--- config.mk ---
export PLATFORM = sky130hd
export DESIGN_NAME = finish_arbiter_flat
export DESIGN_NICKNAME = d
export VERILOG_FILES = /design/src/rtl/finish_arbiter_pkg.sv /design/src/rtl/finish_arbiter_if.sv /design/src/rtl/finish_arbiter_rr_select.sv /design/src/rtl/finish_arbiter.sv /design/src/flat_wrapper.sv
export SDC_FILE = /design/constraint.sdc
export NUM_CORES = 1
export LEC_CHECK = 0
export BUFFER_PORTS_ARGS = -buffer_cell sky130_fd_sc_hd__buf_4
export CORE_MARGIN = 2
export CORE_UTILIZATION = 57
export DETAILED_ROUTE_END_ITERATION = 8
export GPL_TIMING_DRIVEN = 0
export PLACE_DENSITY_LB_ADDON = 0.1
export SYNTH_ARGS = -nofsm -noshare
export SYNTH_HDL_FRONTEND = slang
export SYNTH_HIERARCHICAL = 1
export SYNTH_SLANG_ARGS = --single-unit
--- constraint.sdc ---
create_clock -name clk -period 8.9 [get_ports clk]
set_input_delay 0.445 -clock clk [delete_from_list [all_inputs] [get_ports clk]]
set_output_delay 0.445 -clock clk [all_outputs]
set_load 0.01 [all_outputs]
--- src/rtl/finish_arbiter_pkg.sv ---
// -----------------------------------------------------------------------------
// finish_arbiter_pkg
//   Tile constants and small helpers shared by the finish arbiter files.
//   NUM_CORES   : cores per tile (core 0 included)
//   LOG_N_CORES : width of a core index
//   core_id_t   : core index type
//   lowbit_idx  : index of the lowest set bit of a core vector (0 if none)
//   popcount    : number of set bits of a core vector
// -----------------------------------------------------------------------------
package finish_arbiter_pkg;

    localparam int NUM_CORES   = 10;
    localparam int LOG_N_CORES = $clog2(NUM_CORES);

    typedef logic [LOG_N_CORES-1:0] core_id_t;

    // Scanning downward leaves the lowest set index as the final assignment.
    function automatic core_id_t lowbit_idx(input logic [NUM_CORES-1:0] vec);
        core_id_t idx;
        idx = '0;
        for (int i = NUM_CORES - 1; i >= 0; i--) begin
            if (vec[i]) begin
                idx = core_id_t'(i);
            end
        end
        return idx;
    endfunction

    function automatic logic [LOG_N_CORES:0] popcount(input logic [NUM_CORES-1:0] vec);
        logic [LOG_N_CORES:0] cnt;
        cnt = '0;
        for (int i = 0; i < NUM_CORES; i++) begin
            cnt = cnt + {{LOG_N_CORES{1'b0}}, vec[i]};
        end
        return cnt;
    endfunction

endpackage

--- src/rtl/finish_arbiter_if.sv ---
// -----------------------------------------------------------------------------
// finish_arbiter_if
//   Bundles the core-array handshake and the serializer-side outputs of the
//   finish arbiter.
//   master : core array / serializer side (drives valid and hold)
//   slave  : the arbiter (drives ready, finish outputs, count, idle flag)
//   Signals:
//     core_finish_valid   core i reports its running task finished
//     core_finish_ready   core i may report (no finish pending for it)
//     hold                suppress issuing a finish this cycle
//     finished_task_valid one finish presented to the serializer
//     finished_task_core  core of that finish
//     pending_count       number of pending finishes
//     all_idle            nothing pending and nothing being issued
// -----------------------------------------------------------------------------
interface finish_arbiter_if;
    import finish_arbiter_pkg::*;

    logic [NUM_CORES-1:0]  core_finish_valid;
    logic [NUM_CORES-1:0]  core_finish_ready;
    logic                  hold;
    logic                  finished_task_valid;
    core_id_t              finished_task_core;
    logic [LOG_N_CORES:0]  pending_count;
    logic                  all_idle;

    modport master (
        output core_finish_valid,
        output hold,
        input  core_finish_ready,
        input  finished_task_valid,
        input  finished_task_core,
        input  pending_count,
        input  all_idle
    );

    modport slave (
        input  core_finish_valid,
        input  hold,
        output core_finish_ready,
        output finished_task_valid,
        output finished_task_core,
        output pending_count,
        output all_idle
    );

endinterface

--- src/rtl/finish_arbiter_rr_select.sv ---
// -----------------------------------------------------------------------------
// finish_arbiter_rr_select
//   Combinational round-robin picker over NUM_CORES request bits.
//   Ports:
//     i_req   request vector
//     i_ptr   round-robin pointer (first index eligible this round)
//     o_valid at least one request present
//     o_idx   lowest request at or above i_ptr, else lowest request overall
// -----------------------------------------------------------------------------
module finish_arbiter_rr_select
    import finish_arbiter_pkg::*;
(
    input  logic [NUM_CORES-1:0] i_req,
    input  core_id_t             i_ptr,
    output logic                 o_valid,
    output core_id_t             o_idx
);

    logic [NUM_CORES-1:0] w_mask;
    logic [NUM_CORES-1:0] w_masked;
    core_id_t             w_masked_idx;
    core_id_t             w_plain_idx;

    // Thermometer mask keeping only indices at or above the pointer.
    generate
        for (genvar gi = 0; gi < NUM_CORES; gi++) begin : g_mask
            assign w_mask[gi] = (core_id_t'(gi) >= i_ptr);
        end
    endgenerate

    assign w_masked     = i_req & w_mask;
    assign w_masked_idx = lowbit_idx(w_masked);
    assign w_plain_idx  = lowbit_idx(i_req);

    // Wrap to the unmasked search only when nothing sits at or above the pointer.
    assign o_valid = |i_req;
    assign o_idx   = (|w_masked) ? w_masked_idx : w_plain_idx;

endmodule

--- src/rtl/finish_arbiter.sv ---
// -----------------------------------------------------------------------------
// finish_arbiter
//   Collects task-finish notifications from all cores of a tile and issues
//   them one per cycle, round-robin, to the tile's conflict serializer.
//   Each core has one pending bit; a core is ready only while its bit is clear.
//   Ports:
//     clk    clock
//     rst    synchronous active-high reset
//     io_bus finish_arbiter_if.slave (handshake, hold, finish outputs,
//            pending_count, all_idle)
//   Timing: capture at edge ending cycle N, arbitration on registered pending
//   in N+1, finish visible on the registered outputs in N+2.
// -----------------------------------------------------------------------------
module finish_arbiter
    import finish_arbiter_pkg::*;
(
    input  logic             clk,
    input  logic             rst,
    finish_arbiter_if.slave  io_bus
);

    logic [NUM_CORES-1:0]  r_pending;
    core_id_t              r_rr_ptr;
    logic                  r_finished_valid;
    core_id_t              r_finished_core;
    logic [LOG_N_CORES:0]  r_pending_count;

    logic [NUM_CORES-1:0]  w_capture;
    logic [NUM_CORES-1:0]  w_grant_onehot;
    logic [NUM_CORES-1:0]  w_pending_next;
    logic                  w_pick_valid;
    core_id_t              w_pick_idx;
    logic                  w_grant_valid;

    assign io_bus.core_finish_ready = ~r_pending;
    assign w_capture                = io_bus.core_finish_valid & ~r_pending;

    // Arbitration looks only at registered pending, never at this cycle's arrivals.
    finish_arbiter_rr_select u_rr_select (
        .i_req   (r_pending),
        .i_ptr   (r_rr_ptr),
        .o_valid (w_pick_valid),
        .o_idx   (w_pick_idx)
    );

    assign w_grant_valid = w_pick_valid & ~io_bus.hold;

    generate
        for (genvar gi = 0; gi < NUM_CORES; gi++) begin : g_grant
            assign w_grant_onehot[gi] = w_grant_valid && (w_pick_idx == core_id_t'(gi));
        end
    endgenerate

    // A bit cannot be captured and granted together: capture needs it clear,
    // grant needs it set.
    assign w_pending_next = (r_pending | w_capture) & ~w_grant_onehot;

    always_ff @(posedge clk) begin
        if (rst) begin
            r_pending        <= '0;
            r_rr_ptr         <= '0;
            r_finished_valid <= 1'b0;
            r_finished_core  <= '0;
            r_pending_count  <= '0;
        end else begin
            r_pending        <= w_pending_next;
            r_pending_count  <= popcount(w_pending_next);
            r_finished_valid <= w_grant_valid;
            if (w_grant_valid) begin
                r_finished_core <= w_pick_idx;
                r_rr_ptr        <= (w_pick_idx == core_id_t'(NUM_CORES - 1)) ? '0
                                                                             : w_pick_idx + 1'b1;
            end
        end
    end

    assign io_bus.finished_task_valid = r_finished_valid;
    assign io_bus.finished_task_core  = r_finished_core;
    assign io_bus.pending_count       = r_pending_count;
    assign io_bus.all_idle            = (r_pending == '0) && !r_finished_valid;

endmodule

--- src/flat_wrapper.sv ---
// flat-port wrapper written by rule: the top's interface ports become plain ports
module finish_arbiter_flat import finish_arbiter_pkg::*;
  (clk, rst, io_bus_core_finish_valid, io_bus_hold, io_bus_core_finish_ready, io_bus_finished_task_valid, io_bus_finished_task_core, io_bus_pending_count, io_bus_all_idle);
  finish_arbiter_if io_bus_i ();
  input  logic clk;
  input  logic rst;
  input wire logic [$bits(io_bus_i.core_finish_valid)-1:0] io_bus_core_finish_valid;
  input wire logic [$bits(io_bus_i.hold)-1:0] io_bus_hold;
  output wire logic [$bits(io_bus_i.core_finish_ready)-1:0] io_bus_core_finish_ready;
  output wire logic [$bits(io_bus_i.finished_task_valid)-1:0] io_bus_finished_task_valid;
  output wire logic [$bits(io_bus_i.finished_task_core)-1:0] io_bus_finished_task_core;
  output wire logic [$bits(io_bus_i.pending_count)-1:0] io_bus_pending_count;
  output wire logic [$bits(io_bus_i.all_idle)-1:0] io_bus_all_idle;
  assign io_bus_i.core_finish_valid = io_bus_core_finish_valid;
  assign io_bus_i.hold = io_bus_hold;
  assign io_bus_core_finish_ready = io_bus_i.core_finish_ready;
  assign io_bus_finished_task_valid = io_bus_i.finished_task_valid;
  assign io_bus_finished_task_core = io_bus_i.finished_task_core;
  assign io_bus_pending_count = io_bus_i.pending_count;
  assign io_bus_all_idle = io_bus_i.all_idle;
  finish_arbiter u_core (.clk(clk), .rst(rst), .io_bus(io_bus_i));
endmodule
======== Yosys cells after proc, flatten, opt, wreduce, memory -nomap -nowiden ========
Cells that the tools add are included.
cells by class
  add/subtract/negate cells ............... 10
  $lt $le $gt $ge ......................... 10
  eq/ne operators ......................... 9
  muxes and demuxes ....................... 22
  bitwise operators ....................... 8
  reductions and logical operators ........ 16
operators with widths
  kind                                                               number
  2-to-1 mux 4 bit                                                   22
  adder 5 x 1 -> 5 bit                                               8
  AND 10 bit                                                         3
  NOT 10 bit                                                         2
  OR reduction 10 bit                                                2
  equality test 4 x 3 -> 1 bit (second input constant)               4
  greater-or-equal comparator 3 x 4 -> 1 bit (first input constant)  4
  logical AND 1 bit                                                  11
  logical NOT 10 bit                                                 1
  OR 10 bit                                                          1
  equality test 4 x 2 -> 1 bit (second input constant)               2
  equality test 4 bit (second input constant)                        2
  greater-or-equal comparator 1 x 4 -> 1 bit (first input constant)  2
  greater-or-equal comparator 2 x 4 -> 1 bit (first input constant)  2
  greater-or-equal comparator 4 bit (first input constant)           2
  adder 4 x 1 -> 4 bit (second input constant)                       1
  equality test 4 x 1 -> 1 bit (second input constant)               1
  logical NOT 4 bit                                                  1
  adder 1 x 1 -> 2 bit                                               1
  AND 1 bit                                                          1
  logical NOT 1 bit                                                  1
  NOT 1 bit                                                          1
word-level totals
  register bits ........................... 24
  input port bits ......................... 13
  output and inout bits ................... 21
  word-level logic and storage cells ...... 80

======== Logic depth before layout (Yosys ltp) ========
Gate-level depths: netlist (run 1).
  word-level depth ........................ 26
  gate-level depth with buffers ........... 17
  gate-level depth less buffers ........... 16

======== By module ========
The synthesis (run 1) kept the hierarchy.
modules (own cells, without submodules)
  module                    times used  cells an instance  area each (µm²)  sequential area each (µm²)
  finish_arbiter            1           119                1082.3           460.4
  finish_arbiter_rr_select  1           70                 395.4            0.0

======== Least setup slack after synthesis (run 1) ========
Ideal clock, no wire load.
  kind .................................... register to register
  start point ............................. register u_core.r_rr_ptr[1]
  end point ............................... register u_core.r_pending_count[2] (netlist: u_core/io_bus.pending_count[2])
  setup time .............................. 128 ps
  data arrival time ....................... 4173 ps
  data required time ...................... 8772 ps
  slack ................................... 4600 ps
  stages on the path, launching flop included .. 17
  buffers on the path ..................... 1
  clock period less this slack ............ 4300 ps
  cell sequence ........................... dfxtp_1 -> buf_4 -> nand3_1 -> a21oi_2 -> o21ai_1 -> nor3_1 -> or4bb_2 -> o22ai_1 -> fa_1 -> fa_1 -> fa_1 -> inv_1 -> ha_1 -> inv_1 -> fa_1 -> xnor2_1 -> nor2_1
on the way
  longest elaborated chain between the ends .. 26
  elaborated cells between the ends (all ways) .. 54
  those cells by class .................... add/sub (9); order compare (10); eq/ne (9); mux (11); bitwise (3); reduce/logical (12)
RTL lines
  element                                                            RTL line                        RTL
  from (decl)                                                        finish_arbiter.sv:23            core_id_t r_rr_ptr;
  from (signal assigned)                                             finish_arbiter.sv:71            r_rr_ptr <= (w_pick_idx == core_id_t'(NUM_CORES - 1)) ? '0
  greater-or-equal comparator 4 bit                                  finish_arbiter_rr_select.sv:27  assign w_mask[gi] = (core_id_t'(gi) >= i_ptr);
  AND 10 bit (*)                                                     finish_arbiter_rr_select.sv:31  assign w_masked = i_req & w_mask;
  2-to-1 mux 4 bit (10 in series)                                    finish_arbiter_pkg.sv:22        if (vec[i]) begin
  2-to-1 mux 4 bit (*)                                               finish_arbiter_rr_select.sv:37  assign o_idx = (|w_masked) ? w_masked_idx : w_plain_idx;
  via u_core.w_pick_idx[3]                                           finish_arbiter.sv:32            core_id_t w_pick_idx;
  equality test 4 x 1 -> 1 bit or logical NOT 4 bit (tied branches)  finish_arbiter.sv:50            assign w_grant_onehot[gi] = w_grant_valid && (w_pick_idx == core_id_t'(gi));
  logical AND 1 bit                                                  finish_arbiter.sv:50
  NOT 10 bit (*)                                                     finish_arbiter.sv:56            assign w_pending_next = (r_pending | w_capture) & ~w_grant_onehot;
  AND 10 bit (*)                                                     finish_arbiter.sv:56
  adder 1 x 1 -> 2 bit                                               finish_arbiter_pkg.sv:33        cnt = cnt + {{LOG_N_CORES{1'b0}}, vec[i]};
  adder 5 x 1 -> 5 bit (7 in series)                                 finish_arbiter_pkg.sv:33
  adder 5 x 1 -> 5 bit (*)                                           finish_arbiter_pkg.sv:33
  to (signal assigned)                                               finish_arbiter.sv:67            r_pending_count <= popcount(w_pending_next);
  to (decl)                                                          finish_arbiter.sv:26            logic [LOG_N_CORES:0] r_pending_count;
The timed path passes the listed nets; every way through them passes the cells marked *.
A chain may end at the register's enable or synchronous reset.

======== Worst setup path in the final report (run 1) ========
Ends and elaborated chain as after synthesis.

==> results of run 1 <==
==> per-layer routing <==
metal | vias up | global-route usage | wire length (um)
met3 | 2 | 0.0323 | 238
met2 | 59 | 0.456 | 1870
li1 | 717 | - | -
met4 | 0 | 0.102 | 15
met1 | 675 | 0.349 | 1540
met5 | - | 0 | 0
==> how the worst max path moves through the flow <==
stage                                                from                                         to  depth (start not counted)
final                     u_core/r_rr_ptr[1]$_SDFFE_PP0P_  u_core/io_bus.pending_count[2]$_SDFF_PP0_                         16
after global routing      u_core/r_rr_ptr[1]$_SDFFE_PP0P_  u_core/io_bus.pending_count[2]$_SDFF_PP0_                         16
after CTS                 u_core/r_rr_ptr[1]$_SDFFE_PP0P_  u_core/io_bus.pending_count[2]$_SDFF_PP0_                         16
after detailed placement  u_core/r_rr_ptr[1]$_SDFFE_PP0P_  u_core/io_bus.pending_count[2]$_SDFF_PP0_                         16
after global placement    u_core/r_rr_ptr[1]$_SDFFE_PP0P_  u_core/io_bus.pending_count[2]$_SDFF_PP0_                         16
after floorplan           u_core/r_rr_ptr[1]$_SDFFE_PP0P_  u_core/io_bus.pending_count[2]$_SDFF_PP0_                         16
==> through the flow <==
step | std cells | area, um2 | power (mW)
floorplan | 189 | 1480 | 0.329
global route | 255 | 1780 | 0.487
finish | 255 | 1780 | 0.448
CTS | 255 | 1780 | 0.451
detailed placement | 251 | 1760 | 0.402
global placement | 251 | 1760 | 0.393
==> power by group through the flow <==
| stage | clock network (mW) | registers (mW) | logic (mW) |
|---|---|---|---|
| finish | 0.0468 | 0.141 | 0.259 |
| global route | 0.0520 | 0.143 | 0.291 |
| global placement | 0 | 0.143 | 0.250 |
| detailed placement | 0 | 0.143 | 0.258 |
| CTS | 0.0495 | 0.141 | 0.260 |
| floorplan | 0 | 0.143 | 0.186 |
==> layout by cell type (no fill, tap or decap), types with 2 or more instances in the layout <==
cell / count
nand2_1: 20
o21ai_1: 2
o22ai_1: 10
nor3_1: 3
inv_1: 23
nor2b_1: 4
a32o_1: 2
buf_4: 35
nor2_1: 26
a21oi_2: 2
ha_1: 2
xnor2_1: 2
clkbuf_4: 3
a21oi_1: 13
o21ai_0: 7
clkbuf_1: 3
nand2b_1: 3
a311oi_1: 2
a21boi_0: 2
fa_1: 6
nor4_1: 3
buf_2: 2
dfxtp_1: 23
==> kinds of logic (layout without fill, tap and decap cells) <==
family,Yosys count,count (layout),share of synthesized area
AND/OR/NAND/NOR,71,71,0.247
AO/OA/AOI/OAI,52,52,0.233
other,1,1,0.00254
flip-flops,23,23,0.312
XOR/XNOR,2,2,0.0119
adder cells (fa/ha/maj),8,8,0.0982
buffers and inverters,32,68,0.0957
==> state kept, by name (all words and copies together), names as in the netlist <==
| signal | cells |
|---|---|
| u_core/io_bus.finished_task_valid | 1 |
| u_core/io_bus.pending_count | 4 |
| u_core/io_bus.finished_task_core | 4 |
| u_core/r_rr_ptr | 4 |
| u_core/r_pending | 10 |
==> layout make-up <==
class | count | area [um2] | share of cell area
well taps | 30 | 37.5 | 0.0211
inverters | 24 | 90.1 | 0.0506
clock buffers | 4 | 26.3 | 0.0147
plain buffers | 8 | 51.3 | 0.0288
flip-flops and latches | 23 | 460 | 0.258
repair buffers | 32 | 240 | 0.135
multi-input cells | 134 | 876 | 0.492
==> summary.md, run 1 <==
| Metric | Value |
|---|---|
| Crit-path max cell delay | `0.62 ns` |
| Required time of the critical path | `9.09 ns` |
| Cell taking the most area after synthesis | `dfxtp_1` |
| Fillers | `213` |
| Top-count cell post-synth | `nor2_1` |
| Clock Sinks | `23` |
| Crit path arrival time | `4.93 ns` |
| Final WL | `3.66 mm` |
| Clock Power Share | `0.105` |
| Top FF cell, synth | `dfxtp_1` |
| Synth top cells by count | `26 x nor2_1, 23 x dfxtp_1, 23 x inv_1` |
| Most used cell along the critical path | `fa_1` |
| Post-DP HPWL | `2.84 mm` |
| Combinational share of power | `0.579` |
| Max_cap viols | `0` |
| Core ar. | `2480 um2` |
| PostCTS Resize Cnt | `0` |
| Sequential Power Share | `0.316` |
| Power per cell area | `251 nW/um2` |
| Postcts setup bufs | `0` |
| Netlist cell types | `49` |
| Pin count of the biggest net entering global routing | `13` |
| First-pass GRT wire length | `5.82 mm` |
| Final core utilization | `0.719` |
| Worst hold path endpoint | `u_core/r_pending[2]$_SDFF_PP0_` |
| N_diodes | `0` |
| Final Cycle Share | `0.533` |
| Critical R2R Launch | `u_core/r_rr_ptr[1]$_SDFFE_PP0P_` |
| Yosys warns | `6` |
| Chip width | `54.9 um` |
| Placer congestion estimate | `0.925` |
| Status | `finished clean` |
| Via count | `1453` |
| Avg Inst Size Synth | `7.82 um2` |
| Netlist Area Pre-Place | `1480 um2` |
| Worst path cell trace | `buf_4, a21boi_0, o21ai_0, nand2_1, nor3_1, or4bb_2, o22ai_1, fa_1, fa_1, fa_1, inv_1, ha_1, inv_1, fa_1, xnor2_1, nor2_1` |
| Top post-synthesis cells by area | `dfxtp_1 31%, fa_1 8.1%, nor2_1 6.6%` |
| Nets | `247` |
| Hold Slack | `0.341 ns` |
| Final Slew Violations | `0` |
| Unrepaired setup endpoints after global routing | `false` |
| Clock Tree Buf Depth | `2` |
| RR Endpoint | `u_core/io_bus.pending_count[2]$_SDFF_PP0_` |
| Worst hold start | `rst` |
| Pint | `0.261 mW` |
| Crit Path Max Fanout | `10` |
| First DRT Iteration DRCs | `59` |
| Switching part of the total | `0.417` |
| Slew headroom | `0.552` |
| Drt wl/cell | `14.3 um` |
| Avg Vias per Cell | `5.70` |
| P_leak | `0.780 nW` |
| Port Buf Inserts | `32` |
| Fin worst setup slack | `4.16 ns` |
| Worst skew pair latency | `0.30 ns` |
| Pre-CTS setup slack | `4.23 ns` |
| Vias in the first global route | `1350` |
| Crit start category | `register` |
| Worst Max-Slew Pin Slew | `0.666 ns` |
| Crit end category | `register` |
| Register area share after synthesis | `0.312` |
| Die height | `54.9 um` |
| Final hold viol count | `0` |
| Std-Cell Rows | `18` |
| Die area | `3020 um2` |
| Syn_nets | `210` |
| Share of layout cells above drive strength 1 | `0.249` |
| Post-synthesis cell count | `189` |
| Hold_buf cts | `0` |
| Worst vdd ir | `0.235 mV` |
| Setup TNS Final | `0 ns` |
| TritonCTS Buffers | `3` |
| P_sw | `0.187 mW` |
| Post-route ant nets | `0` |
| Hold WC Path Type | `in -> reg` |
| Worst Hold Depth | `2` |
| Gr usage total | `0.269` |
| R2R depth | `16` |
| DRC | `0` |
| Htree depth | `1` |
| I/O pin count | `34` |
| Initial Util | `0.596` |
| TritonCTS clock tree | `yes` |
| R2r setup slk | `4.16 ns` |
| CTS clk-pin slew, worst paths | `0.12 ns` |
| Yosys reg bits | `23` |
| Syn-to-layout area delta | `20.6%` |
| Slowest cell on the critical path | `or4bb_2` |
| Initial antenna violation count | `0` |
| Min Tclk post-route | `4.74 ns` |
| Crit path max-delay family | `adder cells` |
| Root buffer cell | `clkbuf_4` |
| Yosys top cell area share | `0.312` |
| 1st-pass router iterations | `4` |
| F_max | `211 MHz` |
| Setup Skew | `0.00373 ns` |
| CP Buf/Inv Count | `3` |
| FFs w/ async S/R, synth | `0` |
| Final setup violation count | `0` |
| Post-synth EDFFs | `0` |
| Grt ovf | `0` |
| Critical path class | `reg -> reg` |
No activity file was read; power rests on OpenSTA's default activity.
==> run 2, diff against run 1 <==
--- a/config.mk
+++ b/config.mk
@@ -7,7 +7,7 @@
 export LEC_CHECK = 0
 export BUFFER_PORTS_ARGS = -buffer_cell sky130_fd_sc_hd__buf_4
 export CORE_MARGIN = 2
-export CORE_UTILIZATION = 57
+export CORE_UTILIZATION = 53
 export DETAILED_ROUTE_END_ITERATION = 8
 export GPL_TIMING_DRIVEN = 0
 export PLACE_DENSITY_LB_ADDON = 0.1
==> constraint.sdc (replaced) <==
create_clock -name clk -period 4.8 [get_ports clk]
set_input_delay 0.24 -clock clk [delete_from_list [all_inputs] [get_ports clk]]
set_output_delay 0.24 -clock clk [all_outputs]
set_load 0.01 [all_outputs]
==> run 2 against run 1 <==
Net effect: highest routed layer unchanged; final area grew 1.4%; critical path depth shrank 1; worst hold slack lost 0.22 ns; largest power group unchanged; cell count increased by 0.39%; clock power increased by 87%; critical path type unchanged; sequential cell count unchanged; via count is 2.7% higher; global-route usage shrank 2.1 points.
==> summary.md, run 2 (synthesized netlist as in run 1, its figures left out) <==
| Metric | Value |
|---|---|
| 1st-pass router iterations | `4 (unchanged)` |
| Final WL | `3.79 mm (was 3.66 mm)` |
| Vias in the first global route | `1387 (was 1350)` |
| Switching part of the total | `0.423 (was 0.417)` |
| P_sw | `0.357 mW (was 0.187 mW)` |
| Final setup violation count | `0 (unchanged)` |
| Setup TNS Final | `0 ns (unchanged)` |
| Pint | `0.488 mW (was 0.261 mW)` |
| Crit Path Max Fanout | `8 (was 10)` |
| Gr usage total | `0.248 (was 0.269)` |
| Combinational share of power | `0.583 (was 0.579)` |
| Crit end category | `register (unchanged)` |
| P_leak | `0.789 nW (was 0.780 nW)` |
| Non-Filler Instances | `256 (was 255)` |
| N_diodes | `0 (unchanged)` |
| Chip width | `56.8 um (was 54.9 um)` |
| TritonCTS Buffers | `3 (unchanged)` |
| Most used cell along the critical path | `fa_1 (unchanged)` |
| Slowest cell on the critical path | `or4bb_2 (unchanged)` |
| Crit path max-delay family | `adder cells (unchanged)` |
| Largest register FFs | `10 (unchanged)` |
| Postcts setup bufs | `0 (unchanged)` |
| Share of layout cells above drive strength 1 | `0.271 (was 0.249)` |
| Hold_buf cts | `0 (unchanged)` |
| DRC | `0 (unchanged)` |
| Die height | `56.8 um (was 54.9 um)` |
| Grt ovf | `0 (unchanged)` |
| Initial antenna violation count | `0 (unchanged)` |
| Std-Cell Rows | `19 (was 18)` |
| I/O pin count | `34 (unchanged)` |
| Critical path class | `reg -> reg (unchanged)` |
| Worst skew pair latency | `0.31 ns (was 0.30 ns)` |
| Nets | `247 (unchanged)` |
| TritonCTS clock tree | `yes (unchanged)` |
| Post-route ant nets | `0 (unchanged)` |
| Crit-path max cell delay | `0.59 ns (was 0.62 ns)` |
| Drt wl/cell | `14.8 um (was 14.3 um)` |
| Hold WC Path Type | `in -> reg (unchanged)` |
| Worst path cell trace | `a21boi_0, o21ai_0, nand2_1, nor3_4, or4bb_2, o22ai_1, fa_1, fa_1, fa_1, inv_1, ha_1, inv_1, fa_1, xnor2_1, nor2_1 (was buf_4, a21boi_0, o21ai_0, nand2_1, nor3_1, or4bb_2, o22ai_1, fa_1, fa_1, fa_1, inv_1, ha_1, inv_1, fa_1, xnor2_1, nor2_1)` |
| Unrepaired setup endpoints after global routing | `false (unchanged)` |
| Post-DP HPWL | `2.93 mm (was 2.84 mm)` |
| Core ar. | `2710 um2 (was 2480 um2)` |
| Clock Power Share | `0.104 (was 0.105)` |
| Fillers | `251 (was 213)` |
| Commonest non-fill, non-tap cell in the layout | `buf_4 (unchanged)` |
| Initial Util | `0.545 (was 0.596)` |
| Avg Vias per Cell | `5.83 (was 5.70)` |
| Pin count of the biggest net entering global routing | `14 (was 13)` |
| Power per cell area | `468 nW/um2 (was 251 nW/um2)` |
| Port Buf Inserts | `32 (unchanged)` |
| Setup Skew | `0.0144 ns (was 0.00373 ns)` |
| F_max | `220 MHz (was 211 MHz)` |
| Inst Count DP | `252 (was 251)` |
| Crit start category | `register (unchanged)` |
| First DRT Iteration DRCs | `84 (was 59)` |
| Min Tclk post-route | `4.55 ns (was 4.74 ns)` |
| Crit path arrival time | `4.75 ns (was 4.93 ns)` |
| First-pass GRT wire length | `6.35 mm (was 5.82 mm)` |
| Via count | `1492 (was 1453)` |
| Worst vdd ir | `0.470 mV (was 0.235 mV)` |
| Die area | `3230 um2 (was 3020 um2)` |
| Final Slew Violations | `0 (unchanged)` |
| Required time of the critical path | `5.01 ns (was 9.09 ns)` |
| Htree depth | `1 (unchanged)` |
| Clock Tree Buf Depth | `2 (unchanged)` |
| Final Cycle Share | `0.947 (was 0.533)` |
| CTS clk-pin slew, worst paths | `0.13 ns (was 0.12 ns)` |
| Status | `finished clean (unchanged)` |
| Max_cap viols | `0 (unchanged)` |
| Syn-to-layout area delta | `22.3% (was 20.6%)` |
| Most frequent cells in the layout | `35 x buf_4, 26 x nor2_1, 23 x inv_1 (was 35 x buf_4, 26 x nor2_1, 23 x inv_1, 23 x dfxtp_1, 20 x nand2_1)` |
| Sequential Power Share | `0.313 (was 0.316)` |
| Top reg by flops | `u_core/r_pending (unchanged)` |
| Placer congestion estimate | `0.906 (was 0.925)` |
| Final hold viol count | `0 (unchanged)` |
| PostCTS Resize Cnt | `0 (unchanged)` |
| Clock Sinks | `23 (unchanged)` |
| Root buffer cell | `clkbuf_4 (unchanged)` |
| CP Buf/Inv Count | `2 (was 3)` |
## run 2: cell types whose count changed in the layout (fill, tap and decap cells not counted), sizes merged
| cell | previous run | this run |
|---|---|---|
| clkinv | 0 | 1 |
| clkbuf | 6 | 5 |
## run 2: power groups by stage
stage                     registers [mW]  logic, mW  clock network [mW]
final                              0.264      0.493              0.0877
after global routing               0.268      0.559              0.0986
after CTS                          0.263      0.484              0.0909
after detailed placement           0.268      0.481                   0
after global placement             0.266      0.462                   0
after floorplan                    0.265      0.344                   0
## run 2: metrics by stage
step                hold slack, ns  power [mW]  utilization  worst slack (ns)  instance area [um2]
floorplan                    0.304       0.609            -             0.500                 1480
global placement             0.446       0.728        0.648             0.110                 1760
detailed placement           0.450       0.748        0.648            0.0507                 1760
CTS                          0.125       0.838        0.658           0.00507                 1780
global route                 0.109       0.925        0.667            0.0133                 1810
finish                       0.122       0.845        0.667             0.252                 1810
## run 2: per-layer routing
metal	part of all wire	vias to the layer above	wire length (um)	track usage
li1	-	721	-	-
met1	0.43	698	1630	0.320
met2	0.48	64	1810	0.410
met3	0.074	9	280	0.0484
met4	0.017	0	63	0.0897
met5	0	-	0	0
## run 2: area by class of cell
class                      instances  area [um2]  share of cell area
multi-input combinational        134         897               0.497
sequential                        23         462               0.256
timing repair buffer              32         240               0.133
inverter                          24        90.1              0.0499
buffer                             8        51.3              0.0284
tap                               31        38.8              0.0215
clock buffer                       3        22.5              0.0125
clock inverter                     1        5.00             0.00277
## run 2: final timing paths
kind,from,end,slack [ns],cells after the start
worst min register to register,u_core/io_bus.finished_task_core[1]$_SDFFE_PP0P_,u_core/io_bus.finished_task_core[1]$_SDFFE_PP0P_,0.47,2
worst max-delay path,u_core/r_pending[2]$_SDFF_PP0_,u_core/io_bus.pending_count[2]$_SDFF_PP0_,0.25,15
worst max register to register,u_core/r_pending[2]$_SDFF_PP0_,u_core/io_bus.pending_count[2]$_SDFF_PP0_,0.25,15
worst min-delay path,rst,u_core/r_pending[2]$_SDFF_PP0_,0.12,2
